$ cat src/rtl/rf_writeback.sv
// Register-file write-port initiator: arbitrates load returns, ALU results and RIM immediates.
// Optional `RF_WB_OUTREG_EN registers the write port (1-cycle latency); default drives it combinationally.

module rf_wb_pend #(
  parameter int CW = 2
) (
  input  logic CLK,
  input  logic RST_N,
  input  logic i_inc,
  input  logic i_dec,
  output logic o_busy
);
  logic [CW-1:0] r_cnt;

  // Simultaneous inc/dec leaves the count untouched so busy never glitches low.
  always_ff @(posedge CLK or negedge RST_N) begin
    if (!RST_N)                r_cnt <= '0;
    else if (i_inc && !i_dec)  r_cnt <= r_cnt + CW'(1);
    else if (i_dec && !i_inc)  r_cnt <= r_cnt - CW'(1);
  end

  assign o_busy = (r_cnt != '0);
endmodule

module rf_writeback #(
  parameter int W        = 8,
  parameter int D        = 3,
  parameter int LQ_DEPTH = 2
) (
  input  logic              CLK,
  input  logic              RST_N,
  input  logic              alu_valid,
  input  logic [D-1:0]      alu_waddr,
  input  logic [W-1:0]      alu_data,
  output logic              alu_ready,
  input  logic              imm_valid,
  input  logic [W-1:0]      imm_data,
  output logic              imm_ready,
  input  logic              ld_issue,
  input  logic [D-1:0]      ld_waddr,
  output logic              ld_issue_ready,
  input  logic              ld_valid,
  input  logic [W-1:0]      ld_data,
  output logic              ld_ready,
  output logic [(1<<D)-1:0] busy,
  output logic              write_en,
  output logic              write_imm,
  output logic [D-1:0]      waddr,
  output logic [W-1:0]      data_in,
  output logic [W-1:0]      imm_in
);
  localparam int NR = 1 << D;
  localparam int CW = $clog2(LQ_DEPTH + 1);
  localparam int PW = (LQ_DEPTH > 1) ? $clog2(LQ_DEPTH) : 1;

  typedef struct packed {
    logic         en;
    logic         imm;
    logic [D-1:0] addr;
    logic [W-1:0] data;
    logic [W-1:0] imm_data;
  } wr_t;

  logic [D-1:0]  r_tag [LQ_DEPTH];
  logic [PW-1:0] r_head, r_tail;
  logic [CW-1:0] r_count;

  logic          w_nonempty, w_push, w_pop, w_alu_fire, w_imm_fire;
  logic [D-1:0]  w_head_tag;
  logic [NR-1:0] w_busy;
  wr_t           w_wr, w_out;

  assign w_nonempty     = (r_count != '0);
  assign w_head_tag     = r_tag[r_head];

  assign imm_ready      = RST_N;
  assign ld_issue_ready = RST_N && (r_count < CW'(LQ_DEPTH));
  assign ld_ready       = RST_N && ld_valid && w_nonempty;
  assign alu_ready      = RST_N && !(ld_valid && w_nonempty) && !w_busy[alu_waddr];

  assign w_push     = ld_issue && ld_issue_ready;
  assign w_pop      = ld_ready;
  assign w_alu_fire = alu_valid && alu_ready;
  assign w_imm_fire = imm_valid && imm_ready;

  // Tag queue: circular FIFO, pointers wrap at LQ_DEPTH (not necessarily a power of two).
  always_ff @(posedge CLK or negedge RST_N) begin
    if (!RST_N) begin
      r_head  <= '0;
      r_tail  <= '0;
      r_count <= '0;
    end else begin
      if (w_push) r_tail <= (r_tail == PW'(LQ_DEPTH - 1)) ? '0 : r_tail + PW'(1);
      if (w_pop)  r_head <= (r_head == PW'(LQ_DEPTH - 1)) ? '0 : r_head + PW'(1);
      case ({w_push, w_pop})
        2'b10:   r_count <= r_count + CW'(1);
        2'b01:   r_count <= r_count - CW'(1);
        default: r_count <= r_count;
      endcase
    end
  end

  always_ff @(posedge CLK) begin
    if (w_push) r_tag[r_tail] <= ld_waddr;
  end

  // Per-register pending counters; r0 never reports busy since its writes are discarded.
  for (genvar r = 0; r < NR; r++) begin : g_pend
    if (r == 0) begin : g_r0
      assign w_busy[r] = 1'b0;
    end else begin : g_rn
      rf_wb_pend #(.CW(CW)) u_pend (
        .CLK    (CLK),
        .RST_N  (RST_N),
        .i_inc  (w_push && (ld_waddr == D'(r))),
        .i_dec  (w_pop && (w_head_tag == D'(r))),
        .o_busy (w_busy[r])
      );
    end
  end

  assign busy = w_busy;

  always_comb begin
    w_wr = '0;
    if (w_pop) begin
      w_wr.en   = 1'b1;
      w_wr.addr = w_head_tag;
      w_wr.data = ld_data;
    end else if (w_alu_fire) begin
      w_wr.en   = 1'b1;
      w_wr.addr = alu_waddr;
      w_wr.data = alu_data;
    end
    if (w_imm_fire) begin
      w_wr.en       = 1'b1;
      w_wr.imm      = 1'b1;
      w_wr.imm_data = imm_data;
    end
  end

`ifdef RF_WB_OUTREG_EN
  wr_t r_wr;
  always_ff @(posedge CLK or negedge RST_N) begin
    if (!RST_N) r_wr <= '0;
    else        r_wr <= w_wr;
  end
  assign w_out = r_wr;
`else
  // All fire terms are gated by RST_N, so this is already 0 in reset.
  assign w_out = w_wr;
`endif

  assign write_en  = w_out.en;
  assign write_imm = w_out.imm;
  assign waddr     = w_out.addr;
  assign data_in   = w_out.data;
  assign imm_in    = w_out.imm_data;
endmodule

$ cat config.mk
export PLATFORM = sky130hd
export DESIGN_NAME = rf_writeback
export DESIGN_NICKNAME = d
export VERILOG_FILES = /design/src/rtl/rf_writeback.sv
export SDC_FILE = /design/constraint.sdc
export NUM_CORES = 1
export LEC_CHECK = 0
export ABC_AREA = 1
export BUFFER_PORTS_ARGS = -buffer_cell sky130_fd_sc_hd__buf_2
export CAP_MARGIN = 20
export CORE_ASPECT_RATIO = 1.75
export CORE_MARGIN = 5
export CORE_UTILIZATION = 40
export CTS_CLUSTER_SIZE = 24
export DETAILED_ROUTE_END_ITERATION = 8
export PLACE_DENSITY = 0.82
export SYNTH_ARGS = -nofsm -noshare
export SYNTH_HDL_FRONTEND = slang
export SYNTH_SLANG_ARGS = --single-unit
export TNS_END_PERCENT = 5
$ cat constraint.sdc
create_clock -name CLK -period 1.9 [get_ports CLK]
set_clock_uncertainty 0.2 [all_clocks]
set_input_delay 0.19 -clock CLK [delete_from_list [all_inputs] [get_ports CLK]]
set_output_delay 0.19 -clock CLK [all_outputs]
set_load 0.005 [all_outputs]
==> results.toml <==
[setup_path]
crit_arrival_ns = 1.63
path_max_fanout = 13
critPathLaunchType = "flop"
crit_path_cell_trace = "o21ai_4 -> buf_6 -> nand2_4 -> a21oi_4 -> buf_12 -> nand3_1 -> nand3_2 -> buf_2"
max_stage_delay_ns = 0.46
slowest_stage = "dfrtp_2"
critPathRequiredTime_ns = 1.51
crit_type = "reg2out"
worstSetupEndpointType = "output port"

[power]
p_seq_frac = 0.357
power.switching_uw = 1030
p_int_uw = 1570
p_clk_frac = 0.119
power_uw = 2610
power_density_mw_per_mm2 = 1090
power.share.switching = 0.397
p_leak_uw = 0.00126
irDropWorstVdd_mv = 0.719
combPwrFrac = 0.524

[finish]
syn2layout_area_growth_pct = 38.6
final_common_cell = "buf_2"
design_area_mm2 = 0.00238
num_antenna_cells = 0
final_nets = 348
drive_gt1_frac = 0.429
layout_common_cells = "buf_2, nand2_1, inv_1"

[clock_network]
root_buffer = "clkbuf_8"
clock_path_buffers = 2
cts_sinks = 24
clock_latency_ns = 0.26
htreeDepth = 1
cts_tree = "done"
cts_buffers = 3
clk_pin_slew_ns = 0.09

[sta]
final-max-slew-violation-count = 0
tightest_slew_ns = 0.893
post-route-period-util = 1.06
setup_viol = 23
timing.final.ws_setup_ns = -0.123
whs_ns = 0.0357
slew_headroom = 0.403
rsz0062_at_grt = "true"
fmax_mhz = 494
min_period_ns = 2.02
hold_violations = 0

[detailed_routing]
initialDrtViolationCount = 81
drt_wl_total_um = 4650
postRouteAntennaNets = 0
drc = 0
routedWlPerCell_um = 13.2
firstDrtPassIters = 4
vias = 1676
post_drt_via_cell_ratio = 4.76

[flow_run]
cap_violations = 0

[grt]
track_usage = 0.159
grt_pass1_wl_um = 7200
busiest_layer = "met2"
grt_use_met1 = 0.153
grt_max_degree = 19
antenna_found_initial = 0
grt_pass1_vias = 1707
grt_util_met2 = 0.302
grt_util_met3 = 0.0240
overflow = 0

[worst_hold_path]
min_path_type = "in2reg"

[yosys]
syn_inst = 216
synth_seq_cells = 24
synth_top_cell_by_area = "dfrtp_1"
seq_area_frac_synth = 0.367
syn_area_per_cell_um2 = 7.96
synth_area_mm2 = 0.00172
synth_area_leaders = "dfrtp_1, edfxtp_1, nand2_1, inv_1, xnor2_1"
syn_nets = 260
yosys_warnings = 0
ys_types = 29
yosysTopAreaCellShare = 0.262

[floorplan]
die-area_mm2 = 0.00576
ioPinCount = 69
die_w_um = 59.6
start_util = 0.414
core_area_mm2 = 0.00415
rows = 31
die_y_um = 96.7

[placement]
hpwlAfterDp_um = 3580
io_buffers = 67
place_congestion = 0.840
post_dp_cell_area_mm2 = 0.00220

[run_status]
failed_checks = "setup timing"
status = "complete, but fails checks"
## registers in the layout, indices dropped and copies added (netlist names)
| register | flops |
|---|---|
| g_pend.g_rn.u_pend.r_cnt | 14 |
| r_count | 2 |
| r_head | 1 |
| r_tag | 6 |
| r_tail | 1 |
## metal layers
metal,vias up,wire [um],part of all wire
met5,-,0,0
met4,0,116,0.025
met3,8,366,0.079
met2,63,2580,0.55
met1,758,1590,0.34
li1,847,-,-
## cell usage after synthesis, drive strengths merged
cell type,count
xor2,5
nor3,1
inv,35
nor2,27
nand3,10
edfxtp,6
and2,1
o21ai,12
ha,8
buf,13
conb,1
dfrtp,18
nand4,11
xnor2,13
a21oi,9
or2,5
nand2,41
## worst paths after layout
check                                                     from                             end  slack (ns)  depth (start not counted)
worst max-delay path                                r_count[1]                        write_en       -0.12                          8
worst min-delay path                               ld_waddr[0]                     r_tag[1][0]        0.04                          2
worst max register to register                          r_head  g_pend[2].g_rn.u_pend.r_cnt[1]       -0.11                         10
worst min register to register  g_pend[4].g_rn.u_pend.r_cnt[0]  g_pend[4].g_rn.u_pend.r_cnt[0]        0.28                          1
max in group asynchronous                                RST_N                      r_count[1]        0.37                          3
min in group asynchronous                                RST_N  g_pend[3].g_rn.u_pend.r_cnt[0]        0.53                          3
## kinds of logic after synthesis
family,count (synthesis),synth area share
xor+xnor,18,0.0917
simple gates,96,0.268
other cells,1,0.00218
compound gates,21,0.0786
buf+inv,48,0.135
flops,24,0.367
fa+ha+maj,8,0.0582
## final cells by class
type	instances	area, um2
Sequential cell	24	633
Clock buffer	3	41.3
Clock inverter	1	3.75
Multi-Input combinational cell	144	926
Timing Repair Buffer	96	587
Tap cell	49	61.3
Fill cell	364	1770
Inverter	35	131
## what timing repair did
| item | 4_1_cts | 5_1_grt |
|---|---|---|
| endpoints found under the setup margin | 22 | 27 |
| gates resized for setup | 15 | 4 |
| pin swaps | 2 | 2 |
| hold buffers | 2 | 0 |
| endpoints found under the hold margin | 20 | 0 |
| setup buffers | 2 | 3 |
## worst max-delay path, delay by kind of cell (launching register included)
family                 cells  cell delay (ns)
flip-flops                 1             0.46
buffers and inverters      3             0.39
AO/OA/AOI/OAI              2             0.32
AND/OR/NAND/NOR            3             0.21
## power groups by stage
stage	logic, uW	clock network, uW	registers, uW
global route	1500	333	951
finish	1370	310	930
global placement	1150	0	920
floorplan	822	0	906
detailed placement	1180	0	938
CTS	1280	313	931
## per-stage QoR
step	worst slack (ns)	setup TNS [ns]	util	instances
after floorplan	-0.00910	-0.0117	-	216
after global placement	-0.0722	-0.291	0.530	341
after detailed placement	-0.130	-0.659	0.530	341
after CTS	-0.0957	-1.49	0.563	349
after global routing	-0.232	-4.30	0.574	352
final	-0.123	-1.70	0.574	352
(Power assumes the default switching activity.)
